===== src/rtl/mmio_uart_tx_if.sv =====
// CPU data-port bus shared with the BRAM: byte enables, address, write data
// and one-cycle-latency read data.
interface mmio_uart_tx_if;
  logic [3:0]  we;
  logic [31:0] addr;
  logic [31:0] di;
  logic [31:0] dout;

  modport master (output we, addr, di, input dout);
  modport slave  (input we, addr, di, output dout);
endinterface


===== src/rtl/mmio_uart_tx.sv =====
// Memory-mapped 8N1 UART transmitter with a TX FIFO, sitting on the BRAM
// port-B bus with identical one-cycle read latency.
module mmio_uart_tx #(
  parameter logic [31:0] BASE_ADDR   = 32'h0001_0000,
  parameter int unsigned FIFO_DEPTH  = 8,
  parameter logic [15:0] DEFAULT_DIV = 16'd868
) (
  input  logic                 clk,
  input  logic                 rst,
  mmio_uart_tx_if.slave        bus,
  output logic                 tx,
  output logic                 irq
);

  localparam int unsigned AW = $clog2(FIFO_DEPTH);
  localparam int unsigned CW = AW + 1;

  typedef enum logic [1:0] {S_IDLE, S_START, S_DATA, S_STOP} state_t;

  state_t        r_state, w_state_nx;
  logic [7:0]    r_fifo [FIFO_DEPTH];
  logic [AW-1:0] r_wptr, r_rptr;
  logic [CW-1:0] r_count;
  logic          r_ovf, r_tx_en, r_irq_en, r_tx;
  logic [15:0]   r_div, r_cur_div, r_baud_cnt;
  logic [7:0]    r_shift, w_shift_nx;
  logic [2:0]    r_bit_idx, w_bit_idx_nx;
  logic [31:0]   r_do, w_rdata;
  logic [1:0]    w_reg;
  logic [15:0]   w_eff_div;
  logic          w_hit, w_wr, w_push, w_push_ok, w_pop, w_full, w_empty;
  logic          w_busy, w_period_end, w_tx_nx, w_unused;

  assign w_hit        = (bus.addr[31:4] == BASE_ADDR[31:4]);
  assign w_reg        = bus.addr[3:2];
  assign w_wr         = w_hit && (bus.we != 4'b0000);
  assign w_push       = w_wr && (w_reg == 2'd0) && bus.we[0];
  assign w_full       = (r_count == CW'(FIFO_DEPTH));
  assign w_empty      = (r_count == '0);
  assign w_busy       = (r_state != S_IDLE);
  assign w_push_ok    = w_push && (!w_full || w_pop);
  assign w_eff_div    = (r_div == 16'd0) ? 16'd1 : r_div;
  assign w_period_end = (r_baud_cnt == (r_cur_div - 16'd1));
  assign w_unused     = ^{bus.addr[1:0], bus.di[31:16]};

  // Frame sequencing; tx is registered from the next state and next shift value
  always_comb begin
    w_state_nx   = r_state;
    w_shift_nx   = r_shift;
    w_bit_idx_nx = r_bit_idx;
    w_pop        = 1'b0;
    w_tx_nx      = 1'b1;
    case (r_state)
      S_IDLE: begin
        if (r_tx_en && !w_empty) begin
          w_pop      = 1'b1;
          w_shift_nx = r_fifo[r_rptr];
          w_state_nx = S_START;
        end
      end
      S_START: begin
        if (w_period_end) begin
          w_state_nx   = S_DATA;
          w_bit_idx_nx = 3'd0;
        end
      end
      S_DATA: begin
        if (w_period_end) begin
          w_shift_nx   = {1'b0, r_shift[7:1]};
          w_bit_idx_nx = r_bit_idx + 3'd1;
          if (r_bit_idx == 3'd7) w_state_nx = S_STOP;
        end
      end
      S_STOP: begin
        if (w_period_end) begin
          if (r_tx_en && !w_empty) begin
            w_pop      = 1'b1;
            w_shift_nx = r_fifo[r_rptr];
            w_state_nx = S_START;
          end else begin
            w_state_nx = S_IDLE;
          end
        end
      end
      default: w_state_nx = S_IDLE;
    endcase
    case (w_state_nx)
      S_START: w_tx_nx = 1'b0;
      S_DATA:  w_tx_nx = w_shift_nx[0];
      default: w_tx_nx = 1'b1;
    endcase
  end

  // Divisor is latched only at the start of each bit period
  always_ff @(posedge clk or posedge rst) begin
    if (rst) begin
      r_state    <= S_IDLE;
      r_shift    <= 8'd0;
      r_bit_idx  <= 3'd0;
      r_tx       <= 1'b1;
      r_baud_cnt <= 16'd0;
      r_cur_div  <= DEFAULT_DIV;
    end else begin
      r_state   <= w_state_nx;
      r_shift   <= w_shift_nx;
      r_bit_idx <= w_bit_idx_nx;
      r_tx      <= w_tx_nx;
      if (w_pop || (w_busy && w_period_end)) begin
        r_baud_cnt <= 16'd0;
        r_cur_div  <= w_eff_div;
      end else if (w_busy) begin
        r_baud_cnt <= r_baud_cnt + 16'd1;
      end
    end
  end

  always_ff @(posedge clk) begin
    if (w_push_ok) r_fifo[r_wptr] <= bus.di[7:0];
  end

  always_comb begin
    w_rdata = 32'd0;
    case (w_reg)
      2'd1:    w_rdata = (32'(r_count) << 8) | {28'd0, r_ovf, w_empty, w_full, w_busy};
      2'd2:    w_rdata = 32'(r_div);
      2'd3:    w_rdata = {30'd0, r_irq_en, r_tx_en};
      default: w_rdata = 32'd0;
    endcase
  end

  // FIFO pointers, control registers and registered read port
  always_ff @(posedge clk or posedge rst) begin
    if (rst) begin
      r_wptr   <= '0;
      r_rptr   <= '0;
      r_count  <= '0;
      r_ovf    <= 1'b0;
      r_div    <= DEFAULT_DIV;
      r_tx_en  <= 1'b0;
      r_irq_en <= 1'b0;
      r_do     <= 32'd0;
    end else begin
      if (w_push_ok) r_wptr <= r_wptr + 1'b1;
      if (w_pop)     r_rptr <= r_rptr + 1'b1;
      r_count <= r_count + CW'(w_push_ok) - CW'(w_pop);
      if (w_push && !w_push_ok)
        r_ovf <= 1'b1;
      else if (w_wr && (w_reg == 2'd1) && bus.we[0] && bus.di[3])
        r_ovf <= 1'b0;
      if (w_wr && (w_reg == 2'd2)) begin
        if (bus.we[0]) r_div[7:0]  <= bus.di[7:0];
        if (bus.we[1]) r_div[15:8] <= bus.di[15:8];
      end
      if (w_wr && (w_reg == 2'd3) && bus.we[0]) begin
        r_tx_en  <= bus.di[0];
        r_irq_en <= bus.di[1];
      end
      r_do <= w_hit ? w_rdata : 32'd0;
    end
  end

  assign bus.dout = r_do;
  assign tx       = r_tx;
  assign irq      = r_irq_en & w_empty & (r_state == S_IDLE);

endmodule


===== src/flat_wrapper.sv =====
// flat-port wrapper written by rule: the top's interface ports become plain ports
module mmio_uart_tx_flat 
#(
  parameter logic [31:0] BASE_ADDR   = 32'h0001_0000,
  parameter int unsigned FIFO_DEPTH  = 8,
  parameter logic [15:0] DEFAULT_DIV = 16'd868
)
  (clk, rst, tx, irq, bus_we, bus_addr, bus_di, bus_dout);
  mmio_uart_tx_if bus_i ();
  input  logic clk;
  input  logic rst;
  output logic tx;
  output logic irq;
  input wire logic [$bits(bus_i.we)-1:0] bus_we;
  input wire logic [$bits(bus_i.addr)-1:0] bus_addr;
  input wire logic [$bits(bus_i.di)-1:0] bus_di;
  output wire logic [$bits(bus_i.dout)-1:0] bus_dout;
  assign bus_i.we = bus_we;
  assign bus_i.addr = bus_addr;
  assign bus_i.di = bus_di;
  assign bus_dout = bus_i.dout;
  mmio_uart_tx #(.BASE_ADDR(BASE_ADDR), .FIFO_DEPTH(FIFO_DEPTH), .DEFAULT_DIV(DEFAULT_DIV)) u_core (.clk(clk), .rst(rst), .bus(bus_i), .tx(tx), .irq(irq));
endmodule

===== config.mk =====
export PLATFORM = sky130hd
export DESIGN_NAME = mmio_uart_tx_flat
export DESIGN_NICKNAME = d
export VERILOG_FILES = /design/src/rtl/mmio_uart_tx_if.sv /design/src/rtl/mmio_uart_tx.sv /design/src/flat_wrapper.sv
export SDC_FILE = /design/constraint.sdc
export NUM_CORES = 1
export LEC_CHECK = 0
export ABC_AREA = 1
export CORE_MARGIN = 2
export CORE_UTILIZATION = 45
export DETAILED_ROUTE_END_ITERATION = 8
export PLACE_DENSITY = 0.79
export SLEW_MARGIN = 20
export SYNTH_ARGS = -nofsm -noshare
export SYNTH_HDL_FRONTEND = slang
export SYNTH_SLANG_ARGS = --single-unit

===== constraint.sdc =====
create_clock -name clk -period 4.22 [get_ports clk]
set_input_delay 0.422 -clock clk [delete_from_list [all_inputs] [get_ports clk]]
set_output_delay 0.422 -clock clk [all_outputs]
set_load 0.02 [all_outputs]

* Word-level counts from Yosys, hierarchy flattened *
Memory sizes are Yosys's and may differ from the RTL's.
Cells that the tools add are included.

storage, ports and cells
  bits in registers = 107
  bits in writable memories = 64
  bits of input ports = 70
  output and inout port bits = 34
  word-level logic and storage cells = 101
  memories kept = 1

memory list
  name           depth  width  read ports  clocked after memory_dff  wr ports  line                source
  u_core.r_fifo  8      8      1           0                         1         mmio_uart_tx.sv:21  logic [7:0] r_fifo [FIFO_DEPTH];

operators by class
  add/subtract/negate cells = 7
  equal/unequal tests = 15
  multiplexer cells = 27
  bitwise logic cells = 3
  reduce and logical (&&, ||, !) cells = 32

operators with widths
  kind                                                                   number
  32-bit case mux with 3 select lines                                    1
  16-bit 2-to-1 mux                                                      3
  32-bit 2-to-1 mux                                                      1
  28-bit by 13-bit == test with 1-bit output (second input constant)     1
  8-bit 2-to-1 mux                                                       3
  8-bit case mux with 3 select lines                                     1
  16-bit by 1-bit adder with 16-bit output (second input constant)       1
  16-bit == test                                                         1
  16-bit logical NOT                                                     1
  16-bit by 1-bit subtractor with 16-bit output (second input constant)  1
  1-bit logical AND                                                      13
  12-bit by 4-bit bitwise OR with 12-bit output                          1
  2-bit == test (second input constant)                                  5
  2-bit 2-to-1 mux                                                       5
  3-bit by 1-bit adder with 3-bit output (second input constant)         3
  2-bit case mux with 4 select lines                                     1
  2-bit nonzero test                                                     4
  1-bit 2-to-1 mux                                                       7
  2-bit by 1-bit == test with 1-bit output (second input constant)       3
  3-bit 2-to-1 mux                                                       2
  2-bit by 1-bit != test with 1-bit output (second input constant)       3
  3-bit case mux with 2 select lines                                     1
  3-bit AND reduction                                                    2
  4-bit by 1-bit adder with 4-bit output                                 1
  12 further kinds                                                       19

* Longest topological paths before layout *
Gate-level depths: netlist of the first run.

  word-level depth = 11
  mapped depth = 22
  depth with buffers taken out = 22

* Worst setup path after synthesis of the first run *
Ideal clock, no wire load.

  kind = register -> register
  from = register u_core.r_cur_div[0]
  to = memory u_core.r_fifo[0][0], enable pin
  library setup time = 0.383 ns
  arrival = 2.724 ns
  data required time = 3.837 ns
  slack = 1.113 ns
  stages on the path, launching flop included = 17
  path buffers = 0
  period minus slack after synthesis = 3.107 ns
  cell sequence = dfrtp_1 -> inv_2 -> ha_1 -> nand2_1 -> nor2_1 -> nand3_1 -> nand3_1 -> nand2_1 -> nor2_1 -> nand3_1 -> nor2_4 -> nand2_4 -> nand2_8 -> nand2_4 -> a21oi_4 -> nand2_4 -> nor3_1

on the way
  word-level cells in the longest chain between the ends = 8

ends and longest elaborated chain
  element                                        line                 source
  start, declared                                mmio_uart_tx.sv:25   logic [15:0] r_div, r_cur_div, r_baud_cnt;
  start signal, assigned                         mmio_uart_tx.sv:110  r_cur_div <= w_eff_div;
  16-bit by 1-bit subtractor with 16-bit output  mmio_uart_tx.sv:43   assign w_period_end = (r_baud_cnt == (r_cur_div - 16'd1));
  16-bit == test                                 mmio_uart_tx.sv:43
  1-bit 2-to-1 mux                               mmio_uart_tx.sv:75   if (w_period_end) begin
  1-bit case mux with 2 select lines             mmio_uart_tx.sv:53   case (r_state)
  1-bit logical OR                               mmio_uart_tx.sv:41   assign w_push_ok = w_push && (!w_full || w_pop);
  1-bit logical AND                              mmio_uart_tx.sv:41
  via u_core.w_push_ok                           mmio_uart_tx.sv:31   logic w_hit, w_wr, w_push, w_push_ok, w_pop, w_full, w_empty;
  1-bit 2-to-1 mux                               mmio_uart_tx.sv:118  if (w_push_ok) r_fifo[r_wptr] <= bus.di[7:0];
  1-bit 2-to-1 mux (not written as such)         mmio_uart_tx.sv:118
  end, declared                                  mmio_uart_tx.sv:21

The timed path passes the listed nets, and every way through them passes these cells.

* Final worst setup path of the first run *
  from = register u_core.r_cur_div[0]
  to = register u_core.r_count[2]

on the way
  word-level cells in the longest chain between the ends = 8

ends and longest elaborated chain
  element                                            line                 source
  16-bit by 1-bit subtractor with 16-bit output (*)  mmio_uart_tx.sv:43
  16-bit == test (*)                                 mmio_uart_tx.sv:43
  1-bit 2-to-1 mux (*)                               mmio_uart_tx.sv:75
  1-bit case mux with 2 select lines (*)             mmio_uart_tx.sv:53
  via u_core.w_pop                                   mmio_uart_tx.sv:31
  1-bit logical OR                                   mmio_uart_tx.sv:41
  1-bit logical AND                                  mmio_uart_tx.sv:41
  4-bit by 1-bit adder with 4-bit output             mmio_uart_tx.sv:145  r_count <= r_count + CW'(w_push_ok) - CW'(w_pop);
  4-bit by 1-bit subtractor with 4-bit output (*)    mmio_uart_tx.sv:145
  end signal, assigned                               mmio_uart_tx.sv:145
  end, declared                                      mmio_uart_tx.sv:23   logic [CW-1:0] r_count;

The timed path passes the listed nets; every way through them passes the cells marked *.
A chain may end at the register's enable or synchronous reset.

==> PnR_summary.wiki, run 1 <==
{| class="wikitable"
! Metric !! Value
|-
| Num rows || 48
|-
| Initial antenna violation count || 0
|-
| Fill cells || 1457
|-
| Hold Path Cell Cnt || 2
|-
| Critical Path Sink Type || flip-flop
|-
| Largest clock skew in the final design || 0.009120 ns
|-
| Number of gates resized after CTS || 0
|-
| Detail-routed via count per cell || 5.151
|-
| Pin count of the biggest net entering global routing || 51
|-
| Biggest area consumer among synthesized cells || sky130_fd_sc_hd__dfrtp_1
|-
| N_diodes || 0
|-
| Outcome || completed
|-
| Global-route wire length before repair || 28120 µm
|-
| Die Ht || 135.5 µm
|-
| IO Port Bufs || 69
|-
| Last weighted congestion value of the routability-driven placer || 0.8989
|-
| Die W || 135.5 µm
|-
| R2R Path End || u_core.r_count[2]
|-
| Max-slew violation total from the final report || 0
|-
| Clock tree from TritonCTS || done
|-
| Most frequent standard cell in the layout excluding fill and tap cells || sky130_fd_sc_hd__nand2_1
|-
| Overall die area || 18370 µm²
|-
| Multiplexer share of the synthesized area || 3.954%
|-
| Cells along the critical path || inv_2 -> ha_1 -> nand2_1 -> nor2_1 -> nand3_1 -> nand3_1 -> nand2_1 -> nor2_1 -> nand3_1 -> nor2_4 -> nand2_4 -> nand2_8 -> nand2_4 -> inv_1 -> ha_1 -> inv_1 -> ha_1 -> fa_1 -> xor2_1
|-
| Hpwl dp || 12010 µm
|-
| DR iter-0 viols || 460
|-
| Antenna viol nets, final || 0
|-
| Length of the first detailed-routing pass in iterations || 5
|-
| Final critical delay including setup and external delays || 3.362 ns
|-
| Number of vias after detailed routing || 5955
|-
| Post-synthesis instance area || 7785 µm²
|-
| Path type of the worst setup path || reg -> reg
|-
| Post-synthesis simple-gate area fraction || 21.99%
|-
| Bufs on Longest Clock Path || 2
|-
| TritonCTS Buffers || 17
|-
| Hold-fix buffers at CTS || 0
|-
| Total power density per cell area || 358.5 nW/µm²
|-
| RSZ-0062 raised after global routing || false
|-
| H-tree levels || 4
|-
| Placeable Area || 17120 µm²
|-
| Highest-count cells in the layout ignoring fill and taps || 196 x sky130_fd_sc_hd__nand2_1, 92 x sky130_fd_sc_hd__nor2_1, 80 x sky130_fd_sc_hd__dfrtp_1
|-
| Clock latency on the worst-skew pair || 0.43 ns
|-
| Startpoint of the lowest-slack register-to-register path || u_core.r_cur_div[0]
|-
| Post-CTS setup buffers || 0
|-
| Area used by multi-input combinational logic || 3112 µm²
|-
| Launch point of the worst hold path || u_core.r_div[9]
|-
| Headroom to the max-slew limit || 35.39%
|-
| Post-synthesis sequential area ratio || 54.11%
|-
| Clock Root Buffer || sky130_fd_sc_hd__clkbuf_16
|-
| Adder-cell share of the synthesized area || 2.989%
|-
| Number of cell instances on the worst register-to-register path || 19
|-
| Area growth, synth to finish || 20.36%
|-
| Area share of the largest cell type after synthesis || 25.72%
|-
| Xor and xnor area share after synthesis || 2.588%
|-
| Max-cap violations || 0
|-
| Final setup fails || 0
|-
| Number of placed cells counting well taps || 1124
|-
| R2R Setup Slk || 0.86 ns
|-
| Post-synthesis cell count || 835
|-
| Area taken by flip-flops and latches || 4213 µm²
|-
| Proportion of synthesized flip-flops having asynchronous set or reset || 58.71%
|-
| DR WL/cell || 14.56 µm
|-
| Arrival time of the worst setup path || 3.67 ns
|-
| Least-Margin Pin Slew || 0.9692 ns
|-
| Required arrival time at the worst endpoint || 4.53 ns
|-
| Largest vdd supply drop || 0.2447 mV
|-
| Setup Total Neg Slack || 0 ns
|-
| Number of enable-type register cells in the synthesized netlist || 64
|-
| Largest fanout on the critical path || 9
|-
| Final Hold Viols || 0
|-
| Yosys warns || 0
|-
| Total of flip-flops plus latches after synthesis || 155
|-
| GR Util All Layers || 19.52%
|-
| TritonCTS Sinks || 155
|-
| Count of unique library cells instantiated by Yosys || 44
|-
| Starting utilization of the core area || 45.48%
|-
| Number of top-level pins || 104
|-
| Path category of the worst min-delay check || reg -> reg
|-
| Mean cell area of the mapped netlist || 9.323 µm²
|-
| Aggregate global routing overflow || 0
|-
| Number of global-route vias before repair || 5810
|-
| Critical Path Start Type || flip-flop
|-
| Final standard cell count with taps included and fillers excluded || 1156
|-
| Fin nets || 1006
|-
| Overall routed net length || 16830 µm
|-
| Remaining design rule violation count || 0
|-
| Endpoint of the worst hold-timing path || u_core.r_cur_div[9]
|-
| Share of layout cells above drive strength 1 || 10.42%
|-
| Leakage || 4.066 nW
|-
| Delay of the slowest cell on the worst path || 0.41 ns
|-
| Top post-synthesis cells by area || sky130_fd_sc_hd__dfrtp_1 26%, sky130_fd_sc_hd__edfxtp_1 25%, sky130_fd_sc_hd__nand2_1 9.5%, sky130_fd_sc_hd__nor2_1 4.4%, sky130_fd_sc_hd__o21ai_0 4.1%
|-
| Combinational family with the most area after synthesis || simple AND/OR/NAND/NOR gates
|-
| Main flop type after synthesis || sky130_fd_sc_hd__dfrtp_1
|-
| Final critical-path share of the clock period || 79.66%
|-
| Share of the synthesized area in compound gates (AO/OA/AOI/OAI) || 7.682%
|-
| Clk pin slew, worst setup/hold paths || 0.07 ns
|-
| Critical-path cell with the highest stage delay || sky130_fd_sc_hd__dfrtp_1
|-
| Maximum clock frequency || 0.2975 GHz
|}
[metrics by stage]
stage          power [mW]  utilization (%)  worst slack [ns]  hold WS, ns  area (µm²)
2_1_floorplan       1.646                -             1.113       0.4570        7841
3_3_place_gp        1.701            50.94            0.9716       0.4719        8718
3_5_place_dp        1.702            50.94            0.8854       0.4920        8718
4_1_cts             3.379            54.74            0.8717       0.4971        9370
5_1_grt             3.442            54.74            0.5298       0.5240        9370
6_report            3.359            54.74            0.8584       0.5002        9370
[critical path, delay by kind of cell, from the launching register on]
kind,cells,cell delay (ns)
flops,1,0.41
xor+xnor,1,0.17
fa+ha+maj,4,0.96
buf+inv,3,0.26
simple gates,11,1.42
[cell families (layout without fill, tap and decap cells)]
family | after synthesis | count (layout)
AO/OA/AOI/OAI | 103 | 103
XOR/XNOR | 23 | 23
adder cells (fa/ha/maj) | 18 | 18
buffers and inverters | 117 | 198
flip-flops | 155 | 155
multiplexers | 29 | 29
other | 1 | 16
AND/OR/NAND/NOR | 389 | 389
[metal layers]
layer | share of wire (%) | global-route usage, % | vias to the layer above
met2 | 48 | 32.21 | 156
met3 | 4.5 | 3.704 | 35
met1 | 45 | 25.68 | 2847
li1 | - | - | 2917
met5 | 0 | 0 | -
met4 | 2.6 | 7.523 | 0
[cell usage after synthesis, drive strengths merged (3+ instances only)]
cell	instances
xnor2	3
or2	3
xor2	20
dfstp	11
edfxtp	64
nor2	99
nor3	15
mux2i	15
nand4	4
o21ai	66
a21oi	17
o221ai	14
mux2	14
nand2	204
nor4	12
ha	17
inv	80
clkbuf	14
nand3	44
nor3b	3
dfrtp	80
buf	21
nand3b	4
[area by class of cell]
class                   count  area share (%)
well taps                 225           3.004
repair buffers             84           8.573
flip-flops and latches    155           44.96
multi-input cells         578           33.21
clock buffers              17           4.540
inverters                  82           3.298
clock inverters            15           2.417
[worst max path at each step]
stage	from	endpoint	slack, ns	depth (start not counted)
4_1_cts	u_core.r_cur_div[0]	u_core.r_count[2]	0.87	19
6_report	u_core.r_cur_div[0]	u_core.r_count[2]	0.86	19
3_5_place_dp	u_core.r_cur_div[0]	u_core.r_count[2]	0.89	19
2_1_floorplan	u_core.r_cur_div[0]	u_core.r_fifo[0][0]	1.11	16
3_3_place_gp	u_core.r_cur_div[0]	u_core.r_count[2]	0.97	20
5_1_grt	u_core.r_cur_div[0]	u_core.r_count[2]	0.53	20
[registers in the layout, summed over array words and instances (netlist names)]
register / flops
u_core.r_state: 2
u_core.r_count: 4
u_core.r_fifo: 64
u_core.r_ovf: 1
u_core.bus.dout: 16
u_core.r_wptr: 3
u_core.r_bit_idx: 3
u_core.r_tx_en: 1
u_core.r_cur_div: 16
u_core.r_rptr: 3
u_core.r_shift: 8
u_core.tx: 1
u_core.r_baud_cnt: 16
u_core.r_div: 16
u_core.r_irq_en: 1
[report_power, final]
group / internal, mW / switching (mW)
clock: 1.02 / 0.670
combinational: 0.0459 / 0.0541
sequential: 1.57 / 0.00000000922
total: 2.63 / 0.724
No activity file was read; power rests on OpenSTA's default activity.
==> run 2, diff against run 1 <==
==> constraint.sdc (replaced) <==
create_clock -name clk -period 3.1 [get_ports clk]
set_input_delay 0.31 -clock clk [delete_from_list [all_inputs] [get_ports clk]]
set_output_delay 0.31 -clock clk [all_outputs]
set_load 0.02 [all_outputs]
==> PnR_summary.wiki, run 2 (synthesis gave the netlist of run 1 again) <==
{| class="wikitable"
! Metric !! Value
|-
| Global routing met3 resource utilization || 3.554% (was 3.704%)
|-
| Overall routed net length || 17660 µm (was 16830 µm)
|-
| Detail-routed via count per cell || 5.185 (was 5.151)
|-
| Number of flip-flops in the largest register || 64 (unchanged)
|-
| Most frequent standard cell in the layout excluding fill and tap cells || sky130_fd_sc_hd__nand2_1 (unchanged)
|-
| Num rows || 48 (unchanged)
|-
| Pin count of the biggest net entering global routing || 42 (was 51)
|-
| Total power density per cell area || 457.7 nW/µm² (was 358.5 nW/µm²)
|-
| Clk pin slew, worst setup/hold paths || 0.06 ns (was 0.07 ns)
|-
| Bufs on Longest Clock Path || 2 (unchanged)
|-
| Die Ht || 135.5 µm (unchanged)
|-
| Clock tree from TritonCTS || done (unchanged)
|-
| R2R Path End || u_core.r_count[2] (unchanged)
|-
| Hpwl dp || 12430 µm (was 12010 µm)
|-
| Most congested layer reported by global routing || met2 (unchanged)
|-
| Largest vdd supply drop || 0.3420 mV (was 0.2447 mV)
|-
| Global-route wire length before repair || 29170 µm (was 28120 µm)
|-
| Highest-count cells in the layout ignoring fill and taps || 195 x sky130_fd_sc_hd__nand2_1, 88 x sky130_fd_sc_hd__nor2_1, 79 x sky130_fd_sc_hd__dfrtp_1 (was 196 x sky130_fd_sc_hd__nand2_1, 92 x sky130_fd_sc_hd__nor2_1, 80 x sky130_fd_sc_hd__dfrtp_1)
|-
| Least-Margin Pin Slew || 0.6892 ns (was 0.9692 ns)
|-
| IO Port Bufs || 69 (unchanged)
|-
| Headroom to the max-slew limit || 54.00% (was 35.39%)
|-
| TritonCTS Buffers || 17 (unchanged)
|-
| Die W || 135.5 µm (unchanged)
|-
| Required arrival time at the worst endpoint || 3.41 ns (was 4.53 ns)
|-
| Setup Total Neg Slack || 0 ns (unchanged)
|-
| Met2 capacity usage during global routing || 34.46% (was 32.21%)
|-
| Largest clock skew in the final design || 0.007246 ns (was 0.009120 ns)
|-
| Last weighted congestion value of the routability-driven placer || 0.9094 (was 0.8989)
|-
| N_diodes || 0 (unchanged)
|-
| Clock latency on the worst-skew pair || 0.43 ns (about the same)
|-
| Placeable Area || 17120 µm² (unchanged)
|-
| Initial antenna violation count || 0 (unchanged)
|-
| Share of layout cells above drive strength 1 || 12.82% (was 10.42%)
|-
| Met1 layer usage reported by global route || 26.03% (was 25.68%)
|-
| Leakage || 4.113 nW (was 4.066 nW)
|-
| Overall die area || 18370 µm² (unchanged)
|-
| DR iter-0 viols || 414 (was 460)
|-
| Path type of the worst setup path || reg -> reg (unchanged)
|-
| Final critical delay including setup and external delays || 2.949 ns (was 3.362 ns)
|-
| Antenna viol nets, final || 0 (unchanged)
|-
| Starting utilization of the core area || 45.48% (unchanged)
|-
| Area growth, synth to finish || 21.84% (was 20.36%)
|-
| Final Hold Viols || 0 (unchanged)
|-
| Critical Path Sink Type || flip-flop (unchanged)
|-
| Critical Path Start Type || flip-flop (unchanged)
|-
| Number of cell instances on the worst register-to-register path || 18 (was 19)
|-
| Startpoint of the lowest-slack register-to-register path || u_core.r_cur_div[2] (was u_core.r_cur_div[0])
|-
| Final critical-path share of the clock period || 95.13% (was 79.66%)
|-
| Arrival time of the worst setup path || 3.26 ns (was 3.67 ns)
|-
| Number of global-route vias before repair || 5942 (was 5810)
|-
| Clock Root Buffer || sky130_fd_sc_hd__clkbuf_16 (unchanged)
|-
| Length of the first detailed-routing pass in iterations || 6 (was 5)
|-
| R2R Setup Slk || 0.15 ns (was 0.86 ns)
|-
| Max-cap violations || 0 (unchanged)
|-
| Remaining design rule violation count || 0 (unchanged)
|-
| Max-slew violation total from the final report || 0 (unchanged)
|-
| Final setup fails || 0 (unchanged)
|-
| Register with the highest flop count || u_core.r_fifo (unchanged)
|-
| Maximum clock frequency || 0.3391 GHz (was 0.2975 GHz)
|-
| GR Util All Layers || 20.25% (was 19.52%)
|-
| Fin nets || 1019 (was 1006)
|-
| Outcome || completed (unchanged)
|-
| Largest fanout on the critical path || 5 (was 9)
|-
| Number of top-level pins || 104 (unchanged)
|-
| Number of vias after detailed routing || 6061 (was 5955)
|-
| DR WL/cell || 15.11 µm (was 14.56 µm)
|-
| Aggregate global routing overflow || 0 (unchanged)
|-
| TritonCTS Sinks || 155 (unchanged)
|-
| Path category of the worst min-delay check || in -> async (was reg -> reg)
|-
| Final Power || 4.341 mW (was 3.359 mW)
|-
| H-tree levels || 4 (unchanged)
|}
==> run 2: cell types whose count changed in the layout (fill, tap and decap cells not counted), moves of 2 or more <==
cell                        change
sky130_fd_sc_hd__buf_4         +11
sky130_fd_sc_hd__inv_8          -5
sky130_fd_sc_hd__inv_6          +4
sky130_fd_sc_hd__nor2_1         -4
sky130_fd_sc_hd__clkinv_2       +3
sky130_fd_sc_hd__nor2_2         +3
sky130_fd_sc_hd__buf_12         +2
sky130_fd_sc_hd__bufinv_16      -2
sky130_fd_sc_hd__inv_1          -2
==> run 2: stage by stage <==
stage               area, µm²  cells  hold slack (ns)  utilization [%]  setup WS (ns)
floorplan                7841    850           0.4089                -      -0.007277
global placement         8818   1134           0.4732            51.52        0.04431
detailed placement       8818   1134           0.4811            51.52       -0.02094
CTS                      9407   1166           0.3096            54.96        0.05017
global route             9485   1169           0.3498            55.42       -0.01296
finish                   9485   1169           0.3016            55.42         0.1509
==> run 2: area by class of cell <==
class	instances	area, µm²
multi-input combinational	578	3166
inverter	82	312.8
fill	1417	7631
timing repair buffer	97	925.9
clock buffer	18	429.2
clock inverter	14	156.4
sequential	155	4214
tap	225	281.5
==> run 2: report_power, final <==
group,total [mW],switching (mW),internal (mW),leakage (nW)
registers,2.14,0.0000000134,2.14,1.80
clock network,2.06,0.861,1.20,0.292
logic,0.138,0.0738,0.0643,2.02
total,4.34,0.935,3.41,4.11
==> run 2: worst max path at each step <==
stage | start | endpoint | slack [ns] | cells past startpoint
detailed placement | u_core.r_cur_div[1] | u_core.r_count[2] | -0.02 | 20
finish | u_core.r_cur_div[2] | u_core.r_count[2] | 0.15 | 18
floorplan | u_core.r_cur_div[0] | u_core.r_fifo[0][0] | -0.007 | 16
global route | u_core.r_cur_div[0] | u_core.r_count[2] | -0.01 | 21
global placement | u_core.r_cur_div[0] | u_core.r_count[2] | 0.04 | 20
CTS | u_core.r_cur_div[1] | u_core.r_count[2] | 0.05 | 20
==> run 2: metal layers <==
layer	wire length (µm)	vias up	share of wire [%]
met5	0	-	0
met3	814	35	4.6
met2	8771	177	50
met4	384	0	2.2
li1	-	2943	-
met1	7691	2906	44
==> run 2: repair_timing <==
item | 4_1_cts | 5_1_grt
pin swaps | 0 | 2
hold buffers | 0 | 0
setup buffers | 0 | 3
resized for setup | 1 | 14
setup endpoints to repair | 1 | 74
==> run 2: worst max-delay path: stages, from the launching register on <==
cell	delay [ns]
sky130_fd_sc_hd__dfstp_2	0.39
sky130_fd_sc_hd__inv_2	0.11
sky130_fd_sc_hd__nand2_1	0.07
sky130_fd_sc_hd__nor2_1	0.25
sky130_fd_sc_hd__nand2_1	0.14
sky130_fd_sc_hd__a21oi_2	0.19
sky130_fd_sc_hd__nand2_1	0.06
sky130_fd_sc_hd__nor2_1	0.13
sky130_fd_sc_hd__nand3_2	0.12
sky130_fd_sc_hd__nor2_4	0.15
sky130_fd_sc_hd__nand2_4	0.08
sky130_fd_sc_hd__nand2_8	0.07
sky130_fd_sc_hd__nand2_4	0.07
sky130_fd_sc_hd__inv_1	0.09
sky130_fd_sc_hd__ha_1	0.13
sky130_fd_sc_hd__inv_1	0.04
sky130_fd_sc_hd__ha_1	0.20
sky130_fd_sc_hd__fa_1	0.38
sky130_fd_sc_hd__xor2_1	0.17
==> run 3, diff against run 2 <==
--- a/config.mk
+++ b/config.mk
@@ -6,10 +6,13 @@
 export NUM_CORES = 1
 export LEC_CHECK = 0
 export ABC_AREA = 1
+export CORE_ASPECT_RATIO = 1.75
 export CORE_MARGIN = 2
 export CORE_UTILIZATION = 45
 export DETAILED_ROUTE_END_ITERATION = 8
+export MAX_ROUTING_LAYER = met4
 export PLACE_DENSITY = 0.79
+export SETUP_SLACK_MARGIN = 0.1
 export SLEW_MARGIN = 20
 export SYNTH_ARGS = -nofsm -noshare
 export SYNTH_HDL_FRONTEND = slang
==> PnR_summary.wiki, run 3 (synthesis gave the netlist of run 1 again) <==
{| class="wikitable"
! Metric !! Value
|-
| Outcome || completed (unchanged)
|-
| Total power density per cell area || 446.3 nW/µm² (was 457.7 nW/µm²)
|-
| Area taken by flip-flops and latches || 4213 µm² (was 4214 µm²)
|-
| Die Ht || 178.0 µm (was 135.5 µm)
|-
| Initial antenna violation count || 0 (unchanged)
|-
| Length of the first detailed-routing pass in iterations || 5 (was 6)
|-
| Post-DP Area || 8838 µm² (was 8818 µm²)
|-
| Least-Margin Pin Slew || 0.6972 ns (was 0.6892 ns)
|-
| M1 wire length || 6549 µm (was 7691 µm)
|-
| Dominant delay contributor by cell family on the critical path || simple AND/OR/NAND/NOR gates (unchanged)
|-
| N_diodes || 0 (unchanged)
|-
| TritonCTS Sinks || 155 (unchanged)
|-
| Path category of the worst min-delay check || in -> async (unchanged)
|-
| Max-cap violations || 0 (unchanged)
|-
| Startpoint of the lowest-slack register-to-register path || u_core.r_cur_div[1] (was u_core.r_cur_div[2])
|-
| Die W || 103.4 µm (was 135.5 µm)
|-
| IO Port Bufs || 69 (unchanged)
|-
| Overall die area || 18410 µm² (was 18370 µm²)
|-
| Final critical delay including setup and external delays || 3.028 ns (was 2.949 ns)
|-
| Hpwl dp || 14070 µm (was 12430 µm)
|-
| Number of placed cells counting well taps || 1140 (was 1134)
|-
| Maximum clock frequency || 0.3303 GHz (was 0.3391 GHz)
|-
| Final critical-path share of the clock period || 97.67% (was 95.13%)
|-
| Number of cell instances on the worst register-to-register path || 19 (was 18)
|-
| TritonCTS Buffers || 17 (unchanged)
|-
| Fin nets || 1026 (was 1019)
|-
| Required arrival time at the worst endpoint || 3.24 ns (was 3.41 ns)
|-
| Final Hold Viols || 0 (unchanged)
|-
| Clock Root Buffer || sky130_fd_sc_hd__clkbuf_16 (unchanged)
|-
| Last weighted congestion value of the routability-driven placer || 0.9328 (was 0.9094)
|-
| GR Util All Layers || 21.54% (was 20.25%)
|-
| Largest fanout on the critical path || 7 (was 5)
|-
| Path type of the worst setup path || reg -> reg (unchanged)
|-
| Worst setup slack after placement || 0.007639 ns (was -0.02094 ns)
|-
| R2R Setup Slk || 0.07 ns (was 0.15 ns)
|-
| Clock tree from TritonCTS || done (unchanged)
|-
| Clock latency on the worst-skew pair || 0.43 ns (about the same)
|-
| Antenna viol nets, final || 0 (unchanged)
|-
| DR iter-0 viols || 270 (was 414)
|-
| Overall routed net length || 18800 µm (was 17660 µm)
|-
| Final non-filler cell area || 9696 µm² (was 9485 µm²)
|-
| Most frequent standard cell in the layout excluding fill and tap cells || sky130_fd_sc_hd__nand2_1 (unchanged)
|-
| RSZ-0062 raised after global routing || true
|-
| Headroom to the max-slew limit || 53.35% (was 54.00%)
|-
| Global-route wire length before repair || 29100 µm (was 29170 µm)
|-
| Number of flip-flops in the largest register || 64 (unchanged)
|-
| Detail-routed via count per cell || 5.199 (was 5.185)
|-
| Top metal layer carrying routed signals || met4 (unchanged)
|-
| Number of top-level pins || 104 (unchanged)
|-
| Highest-count cells in the layout ignoring fill and taps || 191 x sky130_fd_sc_hd__nand2_1, 86 x sky130_fd_sc_hd__nor2_1, 80 x sky130_fd_sc_hd__dfrtp_1 (was 195 x sky130_fd_sc_hd__nand2_1, 88 x sky130_fd_sc_hd__nor2_1, 79 x sky130_fd_sc_hd__dfrtp_1)
|-
| Critical-path cell with the highest stage delay || sky130_fd_sc_hd__dfrtp_1 (was sky130_fd_sc_hd__dfstp_2)
|-
| DR WL/cell || 15.96 µm (was 15.11 µm)
|-
| Largest vdd supply drop || 0.4133 mV (was 0.3420 mV)
|-
| Largest clock skew in the final design || 0.009683 ns (was 0.007246 ns)
|-
| Remaining design rule violation count || 0 (unchanged)
|-
| Num rows || 63 (was 48)
|-
| Length of routed met3 wiring || 667 µm (was 814 µm)
|-
| Final standard cell count with taps included and fillers excluded || 1178 (was 1169)
|-
| H-tree levels || 4 (unchanged)
|-
| Arrival time of the worst setup path || 3.17 ns (was 3.26 ns)
|-
| Fill cells || 1403 (was 1417)
|-
| Area used by multi-input combinational logic || 3294 µm² (was 3166 µm²)
|-
| Max-slew violation total from the final report || 0 (unchanged)
|-
| Met2 wire len || 10670 µm (was 8771 µm)
|-
| Clk pin slew, worst setup/hold paths || 0.06 ns (about the same)
|-
| Register with the highest flop count || u_core.r_fifo (unchanged)
|-
| Number of global-route vias before repair || 6038 (was 5942)
|-
| Critical Path Start Type || flip-flop (unchanged)
|-
| Leakage || 4.178 nW (was 4.113 nW)
|-
| Placeable Area || 16950 µm² (was 17120 µm²)
|-
| Starting utilization of the core area || 45.94% (was 45.48%)
|-
| Critical Path Sink Type || flip-flop (unchanged)
|-
| R2R Path End || u_core.r_fifo[5][2] (was u_core.r_count[2])
|-
| Bufs on Longest Clock Path || 2 (unchanged)
|-
| Final Power || 4.328 mW (was 4.341 mW)
|-
| Aggregate global routing overflow || 0 (unchanged)
|-
| Final setup fails || 0 (unchanged)
|-
| Area growth, synth to finish || 24.54% (was 21.84%)
|-
| Number of vias after detailed routing || 6125 (was 6061)
|-
| Buffering stage count on the worst path with inverters included || 3 (unchanged)
|-
| Delay of the slowest cell on the worst path || 0.41 ns (was 0.39 ns)
|-
| Pin count of the biggest net entering global routing || 54 (was 42)
|-
| Post-route setup slack || 0.07230 ns (was 0.1509 ns)
|-
| Cells along the critical path || inv_2 -> ha_4 -> inv_2 -> nand2_2 -> nand2_2 -> nor2_4 -> nand2_2 -> nor2_4 -> nand2_2 -> nor2_4 -> nand3_4 -> nor2_4 -> nand2_4 -> nand2_8 -> nand2_8 -> a21oi_4 -> nand2_4 -> nor3_4 -> buf_6 (was inv_2 -> nand2_1 -> nor2_1 -> nand2_1 -> a21oi_2 -> nand2_1 -> nor2_1 -> nand3_2 -> nor2_4 -> nand2_4 -> nand2_8 -> nand2_4 -> inv_1 -> ha_1 -> inv_1 -> ha_1 -> fa_1 -> xor2_1)
|-
| Share of layout cells above drive strength 1 || 15.56% (was 12.82%)
|}
==> run 3: changes by cell type in the layout (fill, tap and decap cells not counted), sizes merged <==
| cell | delta |
|---|---|
| bufinv | -1 |
| clkinvlp | +3 |
| inv | -1 |
| buf | +7 |
| clkinv | -1 |
==> run 3: power breakdown <==
group / switching [mW] / internal [mW] / leakage, nW / total, mW
Combinational: 0.0736 / 0.0634 / 2.10 / 0.137
Clock: 0.910 / 1.14 / 0.279 / 2.05
Sequential: 0.0000000139 / 2.14 / 1.80 / 2.14
Total: 0.984 / 3.34 / 4.18 / 4.33
==> run 3: repair_timing <==
item | 4_1_cts | 5_1_grt
hold buffers | 0 | 0
setup buffers | 2 | 4
pin swaps | 2 | 15
setup endpoints to repair | 16 | 85
resized for setup | 6 | 47
==> run 3: worst max-delay path by stage <==
| stage | from | end | slack (ns) | cells after the start |
|---|---|---|---|---|
| finish | u_core.r_cur_div[1] | u_core.r_fifo[5][2] | 0.07 | 19 |
| global route | u_core.r_cur_div[1] | u_core.r_fifo[5][7] | -0.07 | 19 |
| CTS | u_core.r_cur_div[1] | u_core.r_count[2] | 0.1 | 21 |
| detailed placement | u_core.r_cur_div[1] | u_core.r_count[2] | 0.008 | 20 |
| global placement | u_core.r_cur_div[1] | u_core.r_count[2] | 0.07 | 20 |
| floorplan | u_core.r_cur_div[0] | u_core.r_fifo[0][0] | -0.007 | 16 |
==> run 3: metal layers <==
layer,up-vias,GRT usage [%]
li1,2957,-
met1,2931,20.96
met2,172,39.03
met3,65,4.154
met4,0,11.40
met5,-,-
==> run 3: layout make-up <==
cell class	instances	share of cell area, %
repair buffers	104	10.31
flip-flops and latches	155	43.45
clock buffers	18	4.426
well taps	227	2.929
multi-input cells	578	33.98
inverters	82	3.252
clock inverters	14	1.652
==> run 3: worst register-to-register path: stages, from the launching register on <==
cell	delay, ns
sky130_fd_sc_hd__dfrtp_1	0.41
sky130_fd_sc_hd__inv_2	0.08
sky130_fd_sc_hd__ha_4	0.28
sky130_fd_sc_hd__inv_2	0.03
sky130_fd_sc_hd__nand2_2	0.06
sky130_fd_sc_hd__nand2_2	0.06
sky130_fd_sc_hd__nor2_4	0.12
sky130_fd_sc_hd__nand2_2	0.07
sky130_fd_sc_hd__nor2_4	0.10
sky130_fd_sc_hd__nand2_2	0.07
sky130_fd_sc_hd__nor2_4	0.12
sky130_fd_sc_hd__nand3_4	0.09
sky130_fd_sc_hd__nor2_4	0.15
sky130_fd_sc_hd__nand2_4	0.08
sky130_fd_sc_hd__nand2_8	0.08
sky130_fd_sc_hd__nand2_8	0.07
sky130_fd_sc_hd__a21oi_4	0.31
sky130_fd_sc_hd__nand2_4	0.13
sky130_fd_sc_hd__nor3_4	0.24
sky130_fd_sc_hd__buf_6	0.18
==> run 3: metrics by stage <==
stage / setup TNS [ns] / util [%] / hold WS, ns
after floorplan: -0.4648 / - / 0.4089
after global placement: 0 / 52.15 / 0.4741
after detailed placement: 0 / 52.15 / 0.4845
after CTS: 0 / 55.84 / 0.3141
after global routing: -0.6354 / 57.21 / 0.3577
final: 0 / 57.21 / 0.2826
